`src/rtl/cargador_programa.sv`:
```
// Program loader: receives a framed byte stream, writes 12-bit words into the
// accumulator processor's memory and releases the processor once the checksum is validated.
module cargador_programa #(
    parameter int unsigned LARGO_DIRECCION = 6,
    parameter int unsigned LARGO_DATO      = 12,
    parameter int unsigned MAX_PALABRAS    = 64
) (
    input  logic                       clk,
    input  logic                       reset,
    input  logic [7:0]                 datoSerie,
    input  logic                       validoSerie,
    output logic                       listoSerie,
    output logic                       wr,
    output logic [LARGO_DIRECCION-1:0] direccion,
    output logic [LARGO_DATO-1:0]      datoEntrante,
    output logic                       resetProcesador,
    output logic                       cargaCompleta,
    output logic                       errorCarga,
    output logic                       ocupado
);

    // One spare bit on the index so a full-memory frame can reach its count.
    localparam int unsigned LARGO_INDICE = LARGO_DIRECCION + 1;
    localparam int unsigned LARGO_ALTO   = LARGO_DATO - 8;

    typedef enum logic [2:0] {
        ESPERA,
        BYTE_ALTO,
        BYTE_BAJO,
        ESCRIBE,
        CHECKSUM,
        ARRANQUE,
        EJECUTA,
        ERROR
    } estado_t;

    estado_t                 estado;
    logic [LARGO_INDICE-1:0] indice;
    logic [LARGO_INDICE-1:0] total;
    logic [LARGO_INDICE-1:0] indice_sig;
    logic [7:0]              suma;
    logic [LARGO_ALTO-1:0]   alto;
    logic [7:0]              bajo;
    logic                    acepta;
    logic                    header_ok;

    assign acepta     = validoSerie && listoSerie;
    assign header_ok  = (datoSerie != 8'd0) && (32'(datoSerie) <= MAX_PALABRAS);
    assign indice_sig = indice + LARGO_INDICE'(1);

    always_ff @(posedge clk or posedge reset) begin
        if (reset) begin
            estado          <= ESPERA;
            wr              <= 1'b0;
            direccion       <= '0;
            datoEntrante    <= '0;
            resetProcesador <= 1'b1;
            listoSerie      <= 1'b1;
            cargaCompleta   <= 1'b0;
            errorCarga      <= 1'b0;
            ocupado         <= 1'b0;
            indice          <= '0;
            total           <= '0;
            suma            <= '0;
            alto            <= '0;
            bajo            <= '0;
        end else begin
            case (estado)
                // Any idle state treats the next accepted byte as a frame header.
                ESPERA, EJECUTA, ERROR: begin
                    if (acepta) begin
                        resetProcesador <= 1'b1;
                        cargaCompleta   <= 1'b0;
                        wr              <= 1'b0;
                        errorCarga      <= !header_ok;
                        if (header_ok) begin
                            total   <= LARGO_INDICE'(datoSerie);
                            suma    <= datoSerie;
                            indice  <= '0;
                            ocupado <= 1'b1;
                            estado  <= BYTE_ALTO;
                        end else begin
                            ocupado <= 1'b0;
                            estado  <= ERROR;
                        end
                    end
                end
                BYTE_ALTO: begin
                    if (acepta) begin
                        if (datoSerie[7:LARGO_ALTO] != '0) begin
                            errorCarga      <= 1'b1;
                            wr              <= 1'b0;
                            resetProcesador <= 1'b1;
                            ocupado         <= 1'b0;
                            estado          <= ERROR;
                        end else begin
                            alto   <= datoSerie[LARGO_ALTO-1:0];
                            suma   <= suma + datoSerie;
                            estado <= BYTE_BAJO;
                        end
                    end
                end
                BYTE_BAJO: begin
                    if (acepta) begin
                        bajo       <= datoSerie;
                        suma       <= suma + datoSerie;
                        listoSerie <= 1'b0;
                        estado     <= ESCRIBE;
                    end
                end
                // wr then stays high; address/data hold so repeated writes are harmless.
                ESCRIBE: begin
                    wr              <= 1'b1;
                    resetProcesador <= 1'b0;
                    direccion       <= indice[LARGO_DIRECCION-1:0];
                    datoEntrante    <= {alto, bajo};
                    indice          <= indice_sig;
                    listoSerie      <= 1'b1;
                    estado          <= (indice_sig == total) ? CHECKSUM : BYTE_ALTO;
                end
                CHECKSUM: begin
                    if (acepta) begin
                        wr              <= 1'b0;
                        resetProcesador <= 1'b1;
                        if (datoSerie == suma) begin
                            listoSerie <= 1'b0;
                            estado     <= ARRANQUE;
                        end else begin
                            errorCarga <= 1'b1;
                            ocupado    <= 1'b0;
                            estado     <= ERROR;
                        end
                    end
                end
                ARRANQUE: begin
                    resetProcesador <= 1'b0;
                    cargaCompleta   <= 1'b1;
                    ocupado         <= 1'b0;
                    listoSerie      <= 1'b1;
                    estado          <= EJECUTA;
                end
                default: estado <= ESPERA;
            endcase
        end
    end

endmodule

```
`config.mk`:
```
export PLATFORM = sky130hd
export DESIGN_NAME = cargador_programa
export DESIGN_NICKNAME = d
export VERILOG_FILES = /design/src/rtl/cargador_programa.sv
export SDC_FILE = /design/constraint.sdc
export NUM_CORES = 1
export LEC_CHECK = 0
export CAP_MARGIN = 20
export CORE_AREA = 2 2 81 83
export DETAILED_ROUTE_END_ITERATION = 16
export DIE_AREA = 0 0 83 85
export HOLD_SLACK_MARGIN = 0.03
export PLACE_DENSITY = 0.78
export SYNTH_ARGS = -nofsm -noshare
export SYNTH_HDL_FRONTEND = slang
export SYNTH_SLANG_ARGS = --single-unit
```
`constraint.sdc`:
```
create_clock -name clk -period 3 [get_ports clk]
set_input_delay 0.45 -clock clk [delete_from_list [all_inputs] [get_ports clk]]
set_output_delay 0.45 -clock clk [all_outputs]
set_load 0.05 [all_outputs]
```
# Word level (Yosys, flattened, before mapping)
# Index checks and enable logic that the tools add are counted.
[classes] add_sub_neg=2 mul=0 n_div=0 magnitude_cmp=1 eq_ne=19 n_shift=0 mux=39 bitwise=1 reduce_logical=29
[ops] cell="$mux W8" n=5
[ops] cell="$pmux W8 S3" n=1
[ops] cell="$mux W3" n=7
[ops] cell="$ne A2 B2 Y1 const B" n=9
[ops] cell="$pmux W3 S6" n=1
[ops] cell="$reduce_and A6 Y1" n=3
[ops] cell="$reduce_and A4 Y1" n=4
[ops] cell="$mux W1" n=15
[ops] cell="$reduce_bool A3 Y1" n=5
[ops] cell="$mux W7" n=2
[ops] cell="$pmux W7 S2" n=1
[ops] cell="$eq A3 B3 Y1 const B" n=4
[ops] cell="$pmux W1 S3" n=4
[ops] cell="$reduce_and A3 Y1" n=3
[ops] cell="$add A8 B8 Y8" n=1
[ops] cell="$eq A8 B8 Y1" n=1
[ops] cell="$le A8 B7 Y1 const B" n=1
[ops] cell="$reduce_bool A4 Y1" n=2
[ops] cell="$reduce_bool A8 Y1" n=1
[ops] cell="$add A7 B1 Y7 const B" n=1
[ops] cell="$eq A7 B7 Y1" n=1
[ops] cell="$eq A3 B2 Y1 const B" n=2
[ops] cell="$pmux W1 S4" n=1
[ops] cell="$reduce_and A2 Y1" n=2
[ops] cell="12 further kinds" n=14
[word_totals] ff_bits=61 latch_bits=0 ram_bits=0 rom_bits=0 inputBits=11 output_inout_bits=24 wordCells=105 mem_count=0

# Logic depth before layout (Yosys ltp)
# Gate-level depths: netlist of the first run.
[logic_depth] depth_word=5 mapped_depth=9 mapped_depth_nobuf=9

# Worst setup path after synthesis of the first run
# Ideal clock, no wire load.
[synth_path] kind="input to register" start="input port datoSerie[2]" end="register suma[0]" setup_time_ns=0.125 arrival_ns=2.269 required_ns=2.875 path_slack_ns=0.606 stages=6 n_path_buf=0 path_cell_list="or4_1 nor3_2 mux2i_1 o21ai_0 nand4_2 mux2_2"
[synth_between] elab_chain_cells=4 elab_cells_between_ends=5 cone_classes="1 x order compare; 1 x eq/ne; 3 x reduce/logical"
[synth_lines] item="start, declared" line="10" text="input logic [7:0] datoSerie,"
[synth_lines] item="$le A8 B7 Y1 or $reduce_bool A8 Y1 (tied branches)" line="48" text="assign header_ok = (datoSerie != 8'd0) && (32'(datoSerie) <= MAX_PALABRAS);"
[synth_lines] item="$logic_and A1 B1 Y1 *" line="48"
[synth_lines] item="$ne A2 B2 Y1 (no source line) *"
[synth_lines] item="$reduce_and A6 Y1 (no source line) *"
[synth_lines] item="end signal, assigned" line="78" text="suma <= datoSerie;"
[synth_lines] item="end signal, assigned" line="98" text="suma <= suma + datoSerie;"
[synth_lines] item="end signal, assigned" line="106" text="suma <= suma + datoSerie;"
[synth_lines] item="end, declared" line="41" text="logic [7:0] suma;"
# Every way passes the cells marked *; elsewhere a longest branch is shown, timed or not.
# A chain may end at the register's enable or synchronous reset.

# Worst setup path after layout of the first run
[layout_path] start="input port datoSerie[2]" end="register total[2]"
[layout_between] elab_chain_cells=3 elab_cells_between_ends=4 cone_classes="1 x order compare; 3 x reduce/logical"
[layout_lines] item="$le A8 B7 Y1 or $reduce_bool A8 Y1 (tied branches)" line="48"
[layout_lines] item="$logic_and A1 B1 Y1" line="48"
[layout_lines] item="$reduce_and A3 Y1 (no source line)"
[layout_lines] item="end signal, assigned" line="77" text="total <= LARGO_INDICE'(datoSerie);"
[layout_lines] item="end, declared" line="39" text="logic [LARGO_INDICE-1:0] total;"
# Several ways; a longest one is shown, not always the timed one.

==> summary.txt, run 1 <==
Logic synthesis
  – Top-count cell post-synth: nand2_1
  – Synth area leader: dfrtp_1
  – Async S/R FF share, synth: 100%
  – Syn Inst Count: 369
  – Synth top cells by count: 84 x nand2_1, 59 x dfrtp_1, 26 x o21ai_0, 19 x mux2_2, 18 x clkbuf_1
  – Synthesized area: 3430 µm²
  – Synth Area in Compound Gates: 17.3%
  – Syn nets: 391
  – Multiplexer share of the synthesized area: 9.75%
  – Top_reg_cell synth: dfrtp_1
  – XOR/XNOR Fraction of Synth Area: 2.81%
  – Post-synth top area share: 43.1%
  – Sequential fraction of the synthesis area: 44.6%
  – Main combinational cell family by area after synthesis: simple AND/OR/NAND/NOR gates
  – Avg Cell Area, Syn: 9.28 µm²
  – Number of enable flip-flop cells after synthesis: 0
  – Synth warn: 0
  – Synth Area in Simple Gates: 17.6%
  – Synthesized flop and latch total: 61
  – Synth top area cells: dfrtp_1 43%, nand2_1 9.2%, mux2_2 6.2%, o21ai_0 3.8%, ha_1 3.7%
  – Distinct cell type count after synthesis: 54
  – Post-Synth Adder-Cell Area: 4.24%

Cells and area
  – Nets@finish: 433
  – Antenna fix cells: 0
  – Finished Layout Cells: 493
  – Cell area after layout: 4130 µm²
  – Layout area overhead: 20.5%
  – Fraction of layout cells with a size suffix above 1: 15.6%
  – Fill cells: 474

Global routing
  – Largest net degree at the start of global routing: 34
  – Total global-route track usage: 24.2%
  – First-pass GRT wire length: 13,500 µm
  – Initial antenna violation count: 0
  – Grt ovf: 0
  – Vias in the first global route: 2,807

Timing
  – Worst Skew: 0.00534 ns
  – Slew margin rel.: 44.6%
  – FMAX: 397 MHz
  – PnR worst setup slack: 0.484 ns
  – Fin crit period: 2.52 ns
  – Worst Max-Slew Pin Slew: 0.828 ns
  – Final hold vios: 0
  – Part of the cycle the worst path needs: 83.9%
  – WHS: 0.478 ns
  – Final max-slew violation count: 0
  – Total Neg Setup Slack: 0 ns
  – RSZ-0062 raised after global routing: false
  – Endpoints failing setup: 0

CTS
  – Post-cts repair resize count: 0
  – Post-CTS Repair Setup Buffers: 0
  – Clock Root Buffer: clkbuf_8
  – Worst skew pair latency: 0.35 ns
  – Clock transition at path regs: 0.07 ns
  – CTS buffer count: 9
  – CTS tree: built
  – Hold-fix buffers at CTS: 0
  – CTS H-tree depth: 3
  – Max Root-Sink Buffers: 2
  – CTS Sinks: 61

Worst hold path
  – Hold crit path type: reg2reg

Drt
  – Number of remaining DRC errors: 0
  – Drt pass-1 iters: 5
  – DR vias/cell: 5.93
  – WL/cell: 16.5 µm
  – WL final: 8110 µm
  – DR vias: 2,923
  – Number of antenna-violating nets in the routed design: 0
  – Initial DRC Count: 397

Pwr
  – Static Leak: 1.91 nW
  – Maximum vdd drop: 0.685 mV
  – Power Density: 908 nW/µm²

Worst setup path
  – Worst Path Buf+Inv: 1
  – Critical path data required time: 3.23 ns
  – Slowest stage delay, CP: 0.58 ns
  – Crit end category: flip-flop
  – Crit path DAT: 2.75 ns
  – Startpoint Class: primary input
  – Slowest-stage cell, CP: or3_1
  – Worst path cell trace: clkdlybuf4s50_1 -> or4_1 -> nor3_2 -> mux2i_1 -> or3_1 -> mux2_4
  – Critical path's top delay family: simple AND/OR/NAND/NOR gates
  – Critical path peak fanout: 9
  – Setup Crit Path Kind: in2reg

Place
  – Post-DP HPWL: 5700 µm
  – RePlAce Congestion: 0.892
  – Placed cell count: 477
  – Post-Place Setup Slack: 0.139 ns
  – Post-Place Cell Area: 3910 µm²
  – Port Buffers: 34

Outcome
  – Status: complete, no violations

Floorplanning
  – Die H: 85 µm
  – Die area: 7060 µm²
  – Total I/O pin count: 35
  – Die W: 83 µm
  – Initial core utilization: 55.2%
  – Core Rows: 29
  – Core area: 6200 µm²

Job
  – Max cap viols: 0
## tightest hold or removal path, delay by kind of cell (launching register included)
family | cells | cell delay (ns)
flip-flops | 1 | 0.34
AND/OR/NAND/NOR | 2 | 0.11
## kinds of logic (layout without fill, tap and decap cells)
group,Yosys count,count (layout)
and+or+nand+nor,138,138
AOI/OAI and AO/OA,88,88
DFF,61,61
buffers and inverters,32,79
muxes,28,28
adders and majority gates,11,11
xor gates and xnor gates,11,11
## metrics by stage
step | power [W] | util [%]
floorplan | 0.00245 | -
global placement | 0.00288 | 63.0
detailed placement | 0.00294 | 63.0
CTS | 0.00375 | 66.5
global route | 0.00395 | 66.5
finish | 0.00375 | 66.5
## layout by cell type (no fill, tap or decap), types with 6 or more instances in the layout
master           netlist  routed
nor2b_1                6       6
o21ai_0               26      26
buf_4                  0      18
dfrtp_1               59      59
a21o_1                 6       6
mux2_2                19      19
o31ai_1                6       6
clkdlybuf4s50_1        0      34
xor2_1                 6       6
mux2_4                 6       6
inv_1                 10       9
ha_1                  10      10
nand3_1               10      10
nand2_1               84      84
a21oi_1               15      15
nor2_1                17      17
clkbuf_8               0       9
nor3_1                 7       7
## power by group
part	total, W	leakage (nW)	internal, W	switching (W)
combinational	0.00165	1.02	0.000661	0.000986
sequential	0.00130	0.789	0.00109	0.000204
clock	0.000803	0.0985	0.000466	0.000337
total	0.00375	1.91	0.00222	0.00153
## flip-flops by register name (all words and copies together), names as in the netlist
register	flops
alto	4
bajo	8
cargaCompleta	1
datoEntrante	12
direccion	6
errorCarga	1
estado	3
indice	7
listoSerie	1
ocupado	1
resetProcesador	1
suma	8
total	7
wr	1
## final timing paths
kind / start / end / slack [ns] / cells after the start
setup / recovery: datoSerie[2] / total[2]$_DFFE_PP0P_ / 0.48 / 6
hold / removal: bajo[1]$_DFFE_PP0P_ / datoEntrante[1]$_DFFE_PP0P_ / 0.48 / 2
setup reg to reg: suma[5]$_DFFE_PP0P_ / errorCarga$_DFFE_PP0P_ / 0.72 / 7
hold reg to reg: bajo[1]$_DFFE_PP0P_ / datoEntrante[1]$_DFFE_PP0P_ / 0.48 / 2
max in group asynchronous: reset / resetProcesador$_DFFE_PP1P_ / 1.72 / 3
min in group asynchronous: reset / direccion[1]$_DFFE_PP0P_ / 0.53 / 2
## metal layers
layer / GRT usage, % / routed length, µm / share of wire (%)
met5: 0 / 0 / 0
met4: 10.6 / 188 / 2.3
met3: 4.77 / 447 / 5.5
met2: 39.0 / 3780 / 47
met1: 32.0 / 3690 / 46
## final cells by class
| type | count | area, µm² | share of cell area, % |
|---|---|---|---|
| clock inverter | 6 | 87.6 | 2.12 |
| multi-input combinational | 276 | 1770 | 42.9 |
| timing repair buffer | 52 | 475 | 11.5 |
| sequential | 61 | 1530 | 37.1 |
| clock buffer | 10 | 128 | 3.09 |
| inverter | 11 | 41.3 | 1.00 |
| tap | 77 | 96.3 | 2.33 |
(Power assumes the default switching activity.)
==> run 2, diff against run 1 <==
- CORE_AREA: 2 2 81 83 -> 2 2 85 87
- DIE_AREA: 0 0 83 85 -> 0 0 87 89
- PLACE_DENSITY: 0.78 -> 0.75
- clock period: 3 -> 2.28 ns (I/O delays scaled with it)
==> run 2 against run 1 <==
Global-route usage down 1.4 points. Design area increased by 7.3%. Non-clock buffer count up 29. Combinational power rose by 50%. First-iteration DRC count down 42%. Register-to-register slack worse by 0.55 ns. Clock power up 7.3%. Worst setup slack got worse by 0.45 ns. Total power is 35% higher.
==> summary.txt, run 2 (same netlist as run 1, synthesis figures left out) <==
Worst setup path
  – Critical path's top delay family: simple AND/OR/NAND/NOR gates
  – Slowest-stage cell, CP: or4_4
  – Crit end category: flip-flop
  – Startpoint Class: primary input
  – Critical path's most frequent cell: buf_4
  – Worst Path Buf+Inv: 3 (+2)
  – Critical path data required time: 2.54 ns (-0.69 ns)
  – Critical path peak fanout: 3 (-6)
  – Crit path DAT: 2.51 ns (-0.24 ns)
  – Setup Crit Path Kind: in2reg
  – Worst path cell trace: clkdlybuf4s50_1 -> or4_4 -> nor3_4 -> buf_4 -> buf_4 -> mux2_2 -> a21oi_1 -> o21ai_0 -> a32oi_1
  – Slowest stage delay, CP: 0.54 ns (-0.04 ns)

Timing
  – Endpoints failing setup: 0 (unchanged)
  – PnR worst setup slack: 0.0347 ns (-0.450 ns)
  – Part of the cycle the worst path needs: 98.5%
  – Final max-slew violation count: 0 (unchanged)
  – Worst Max-Slew Pin Slew: 0.520 ns (-0.308 ns)
  – Slew margin rel.: 65.3% (+21 points)
  – Fin crit period: 2.25 ns
  – FMAX: 445 MHz
  – Worst Skew: 0.00521 ns (-0.000122 ns)
  – Final hold vios: 0 (unchanged)

Drt
  – Number of remaining DRC errors: 0 (unchanged)
  – Initial DRC Count: 229 (-42%)
  – WL/cell: 16.1 µm (-2.3%)
  – DR vias/cell: 5.88 (-0.79%)
  – WL final: 8440 µm (+4.0%)
  – DR vias: 3,088 (+5.6%)
  – Number of antenna-violating nets in the routed design: 0 (unchanged)
  – Drt pass-1 iters: 6 (+1)

Worst hold path
  – Hold crit path type: in2async

Place
  – Post-Place Setup Slack: -0.451 ns (-0.590 ns)
  – Port Buffers: 34 (unchanged)
  – Post-DP HPWL: 6020 µm (+5.5%)
  – RePlAce Congestion: 0.900 (+0.83%)
  – Placed cell count: 506 (+6.1%)

Cells and area
  – Max FFs per register: 12 (unchanged)
  – Fraction of layout cells with a size suffix above 1: 24.3% (+8.6 points)
  – Fill cells: 532 (+12%)
  – Core Util, Final: 65.9% (-0.62 points)
  – Layout area overhead: 29.2%
  – Antenna fix cells: 0 (unchanged)
  – Finished Layout Cells: 525 (+6.5%)
  – Commonest non-fill, non-tap cell in the layout: nand2_1
  – Commonest non-fill, non-tap cells in the layout: 84 x nand2_1, 59 x dfrtp_1, 44 x buf_4, 32 x clkdlybuf4s50_1, 19 x mux2_2
  – Largest registers: datoEntrante (12), bajo (8), suma (8)
  – Register with the most flip-flops: datoEntrante
  – Nets@finish: 462 (+6.7%)

Floorplanning
  – Total I/O pin count: 35 (unchanged)
  – Initial core utilization: 51.0% (-4.2 points)
  – Die H: 89 µm (+4.7%)
  – Core Rows: 30 (+3.4%)
  – Core area: 6720 µm² (+8.3%)
  – Die area: 7740 µm² (+9.8%)
  – Die W: 87 µm (+4.8%)

Pwr
  – Maximum vdd drop: 0.650 mV (-5.1%)
  – Static Leak: 2.07 nW (+8.4%)
  – Power Density: 1140 nW/µm² (+25%)

Global routing
  – Initial antenna violation count: 0 (unchanged)
  – Grt ovf: 0 (unchanged)
  – Vias in the first global route: 2,925 (+4.2%)
  – Largest net degree at the start of global routing: 45 (+32%)
  – First-pass GRT wire length: 13,700 µm (+1.5%)
  – Total global-route track usage: 22.8% (-1.4 points)

CTS
  – CTS Sinks: 61 (unchanged)
  – Worst skew pair latency: 0.35 ns (about the same)
  – CTS buffer count: 9 (unchanged)
  – Hold-fix buffers at CTS: 0 (unchanged)
  – Clock transition at path regs: 0.08 ns (about the same)
  – CTS tree: built
  – CTS H-tree depth: 3 (unchanged)
  – Clock Root Buffer: clkbuf_8
  – Max Root-Sink Buffers: 2 (unchanged)

Job
  – Max cap viols: 0 (unchanged)

Outcome
  – Status: complete, no violations
==> run 2: cell type report <==
| type | count | area [µm²] | share of cell area [%] |
|---|---|---|---|
| multi-input combinational | 276 | 1860 | 42.1 |
| sequential | 61 | 1530 | 34.5 |
| timing repair buffer | 81 | 718 | 16.2 |
| clock buffer | 9 | 124 | 2.80 |
| tap | 80 | 100 | 2.26 |
| clock inverter | 7 | 51.3 | 1.16 |
| inverter | 11 | 41.3 | 0.933 |
==> run 2: worst paths after layout <==
check / start / endpoint / slack [ns] / depth (start not counted)
worst max-delay path: datoSerie[4] / estado[2]$_DFFE_PP0P_ / 0.03 / 9
worst min-delay path: reset / indice[2]$_DFFE_PP0P_ / 0.29 / 2
worst max register to register: indice[1]$_DFFE_PP0P_ / estado[2]$_DFFE_PP0P_ / 0.17 / 7
worst min register to register: alto[0]$_DFFE_PP0P_ / datoEntrante[8]$_DFFE_PP0P_ / 0.46 / 2
max in group asynchronous: reset / suma[0]$_DFFE_PP0P_ / 1.41 / 3
min in group clk: datoSerie[3] / alto[3]$_DFFE_PP0P_ / 0.45 / 3
==> run 2: repair_timing <==
item                       in CTS  in global routing
pin swaps                       3                 11
hold endpoints to repair        0                  0
resized for setup               9                 21
setup endpoints to repair      14                 22
buffers inserted                0                  3
==> run 2: where the power goes <==
| part | internal [W] | switching [W] |
|---|---|---|
| clock | 0.000397 | 0.000465 |
| sequential | 0.00144 | 0.000263 |
| combinational | 0.00108 | 0.00140 |
==> run 2: metal layers <==
metal | track usage, % | part of all wire, % | vias up
met1 | 29.7 | 44 | 1497
met2 | 36.9 | 49 | 107
met4 | 12.1 | 2.6 | 0
li1 | - | - | 1460
met3 | 3.51 | 4.3 | 24
met5 | 0 | 0 | -
==> run 2: worst register-to-register path, delay by kind of cell (launching register included) <==
| kind | cells | cell delay (ns) |
|---|---|---|
| adder cells (fa/ha/maj) | 1 | 0.29 |
| AO/OA/AOI/OAI | 5 | 0.95 |
| AND/OR/NAND/NOR | 1 | 0.38 |
| flip-flops | 1 | 0.42 |
==> run 2: through the flow <==
step / power [W] / setup TNS, ns / area, µm² / hold slack [ns]
6_report: 0.00504 / 0 / 4430 / 0.295
5_1_grt: 0.00534 / -0.134 / 4430 / 0.338
4_1_cts: 0.00497 / 0 / 4340 / 0.308
3_5_place_dp: 0.00405 / -9.10 / 4130 / 0.451
3_3_place_gp: 0.00396 / -8.10 / 4130 / 0.452
2_1_floorplan: 0.00322 / 0 / 3430 / 0.433
==> run 3, diff against run 2 <==
- CORE_AREA: 2 2 85 87 -> 2 2 102 104
- DIE_AREA: 0 0 87 89 -> 0 0 104 106
- PLACE_DENSITY: 0.75 -> default
==> run 3 against run 2 <==
Sequential share of layout area is 0.49 points lower. Critical path type unchanged. Global-route usage is 6.7 points lower. Largest cell class unchanged. Worst setup slack better by 0.054 ns. Critical endpoint is now suma[6]$_DFFE_PP0P_.
==> summary.txt, run 3 (same netlist as run 1, synthesis figures left out) <==
Pwr
  – Clock Power Share: 20.6% (+3.5 points)
  – Static Leak: 2.09 nW (+1.0%)
  – Switching part of the total: 39.8% (-2.4 points)
  – Maximum vdd drop: 0.518 mV (-20%)
  – Int Power: 0.00310 W (+6.4%)
  – Register share of total power: 32.8% (-0.9 points)
  – Comb power frac: 46.6% (-2.6 points)
  – Power Density: 1150 nW/µm² (+0.69%)
  – Final total power: 0.00515 W (+2.1%)
  – Switching Power: 0.00205 W (-3.7%)

Worst setup path
  – Reg2Reg Capture Point: estado[2]$_DFFE_PP0P_
  – Worst reg2reg startpoint: indice[1]$_DFFE_PP0P_
  – Slowest stage delay, CP: 0.50 ns (-0.04 ns)
  – Critical path peak fanout: 2 (-1)
  – Critical path's most frequent cell: o21a_1
  – Reg2reg path depth: 7 (unchanged)
  – Setup Crit Path Kind: in2reg
  – Crit path depth: 10 (+1)
  – Worst Setup EP: suma[6]$_DFFE_PP0P_
  – Crit path DAT: 2.42 ns (-0.09 ns)
  – Critical path data required time: 2.51 ns (-0.03 ns)
  – Crit end category: flip-flop
  – Startpoint Class: primary input
  – FF-to-FF setup slack: 0.10 ns (-0.07 ns)
  – Critical path's top delay family: buffers and inverters
  – Worst path cell trace: clkdlybuf4s50_1 -> buf_4 -> inv_1 -> fa_1 -> nor2b_1 -> o31a_1 -> o21a_1 -> o21a_1 -> o31ai_1 -> mux2_2
  – Slowest-stage cell, CP: clkdlybuf4s50_1
  – Worst Path Buf+Inv: 3 (unchanged)
  – Worst Setup SP: datoSerie[1]

Drt
  – Initial DRC Count: 181 (-21%)
  – DR vias: 2,949 (-4.5%)
  – Number of antenna-violating nets in the routed design: 0 (unchanged)
  – WL/cell: 14.7 µm (-8.5%)
  – DR vias/cell: 5.05 (-14%)
  – WL final: 8590 µm (+1.8%)
  – Number of remaining DRC errors: 0 (unchanged)
  – Drt pass-1 iters: 5 (-1)

CTS
  – CTS buffer count: 9 (unchanged)
  – Clock Root Buffer: clkbuf_8
  – Hold-fix buffers at CTS: 0 (unchanged)
  – CTS tree: built
  – Worst skew pair latency: 0.34 ns (about the same)
  – CTS Sinks: 61 (unchanged)
  – Max Root-Sink Buffers: 2 (unchanged)
  – Clock transition at path regs: 0.07 ns (about the same)
  – CTS H-tree depth: 3 (unchanged)

Cells and area
  – Fraction of layout cells with a size suffix above 1: 22.5% (-1.7 points)
  – Nets@finish: 465 (+0.65%)
  – Largest registers: datoEntrante (12), bajo (8), suma (8)
  – Antenna fix cells: 0 (unchanged)
  – Max FFs per register: 12 (unchanged)
  – Commonest non-fill, non-tap cell in the layout: nand2_1
  – Commonest non-fill, non-tap cells in the layout: 84 x nand2_1, 59 x dfrtp_1, 48 x buf_4, 29 x clkdlybuf4s50_1, 25 x o21ai_0
  – Core Util, Final: 44.9% (-21 points)
  – Layout area overhead: 31.1%
  – Register with the most flip-flops: datoEntrante

Timing
  – Worst Max-Slew Pin Slew: 0.501 ns (-0.0190 ns)
  – Final hold vios: 0 (unchanged)
  – WHS: 0.315 ns (+0.0200 ns)
  – RSZ-0062 raised after global routing: false
  – Worst Skew: 0.00876 ns (+0.00355 ns)
  – FMAX: 456 MHz (+2.4%)
  – Endpoints failing setup: 0 (unchanged)
  – Fin crit period: 2.19 ns (-0.0537 ns)
  – Final max-slew violation count: 0 (unchanged)
  – Slew margin rel.: 66.5% (+1.2 points)
  – Part of the cycle the worst path needs: 96.1% (-2.4 points)

Place
  – Post-DP HPWL: 6170 µm (+2.5%)
  – Port Buffers: 34 (unchanged)
  – RePlAce Congestion: 0.877 (-2.6%)

Job
  – Max cap viols: 0 (unchanged)

Floorplanning
  – Initial core utilization: 34.3% (-17 points)
  – Core Rows: 37 (+23%)
  – Core area: 10000 µm² (+49%)
  – Die area: 11,000 µm² (+42%)
  – Total I/O pin count: 35 (unchanged)
  – Die H: 106 µm (+19%)
  – Die W: 104 µm (+20%)

Global routing
  – Initial antenna violation count: 0 (unchanged)
  – Grt ovf: 0 (unchanged)
  – First-pass GRT wire length: 14,400 µm (+5.3%)
  – Total global-route track usage: 16.1% (-6.7 points)
  – Largest net degree at the start of global routing: 44 (-2.2%)
  – Vias in the first global route: 2,981 (+1.9%)

Outcome
  – Status: complete, no violations

Worst hold path
  – Hold crit path type: in2async
[run 3: worst min path at each step]
stage	from	end	slack, ns	depth (start not counted)
finish	reset	direccion[2]$_DFFE_PP0P_	0.31	2
global route	reset	direccion[0]$_DFFE_PP0P_	0.35	2
CTS	reset	direccion[2]$_DFFE_PP0P_	0.34	2
detailed placement	bajo[1]$_DFFE_PP0P_	datoEntrante[1]$_DFFE_PP0P_	0.46	2
global placement	alto[0]$_DFFE_PP0P_	datoEntrante[8]$_DFFE_PP0P_	0.45	2
floorplan	alto[2]$_DFFE_PP0P_	datoEntrante[10]$_DFFE_PP0P_	0.43	2
[run 3: through the flow]
stage               instances  cell area (µm²)  TNS, ns  setup slack, ns
finish                    584             4490        0           0.0884
global route              584             4490        0           0.0145
CTS                       583             4460        0           0.0103
detailed placement        566             4230   -10.10           -0.508
global placement          566             4230    -8.90           -0.424
floorplan                 369             3430        0           0.0446
[run 3: what timing repair did]
item	4_1_cts	5_1_grt
gates cloned	0	0
buffers inserted	1	1
pin swaps	2	2
gates resized for setup	6	5
setup endpoints to repair	16	3
[run 3: power by group through the flow]
stage | sequential (W) | clock, W | combinational, W
6_report | 0.00169 | 0.00106 | 0.00240
5_1_grt | 0.00174 | 0.00113 | 0.00260
4_1_cts | 0.00169 | 0.00109 | 0.00236
3_5_place_dp | 0.00170 | 0 | 0.00234
3_3_place_gp | 0.00169 | 0 | 0.00230
2_1_floorplan | 0.00219 | 0 | 0.00103
[run 3: routing by layer]
metal	GRT usage, %	vias up	wire length [µm]
li1	-	1450	-
met1	21.1	1439	4090
met2	26.9	52	4160
met3	3.68	8	263
met4	4.34	0	82
met5	0	-	0
[run 3: area by class of cell]
| type | count | area [µm²] |
|---|---|---|
| clock buffers | 10 | 128 |
| well taps | 136 | 170 |
| flip-flops and latches | 61 | 1530 |
| repair buffers | 84 | 738 |
| multi-input cells | 276 | 1800 |
| clock inverters | 6 | 87.6 |
| fillers | 986 | 5510 |
| inverters | 11 | 41.3 |
[run 3: worst reg2reg max path, cell delays in order, from the launching register on]
cell and delay (ns):
dfrtp_1 0.41, ha_1 0.28, o21ba_2 0.22, a221oi_1 0.29, a21oi_1 0.06, nor4_1 0.45, a311oi_1 0.18, a32oi_1 0.19
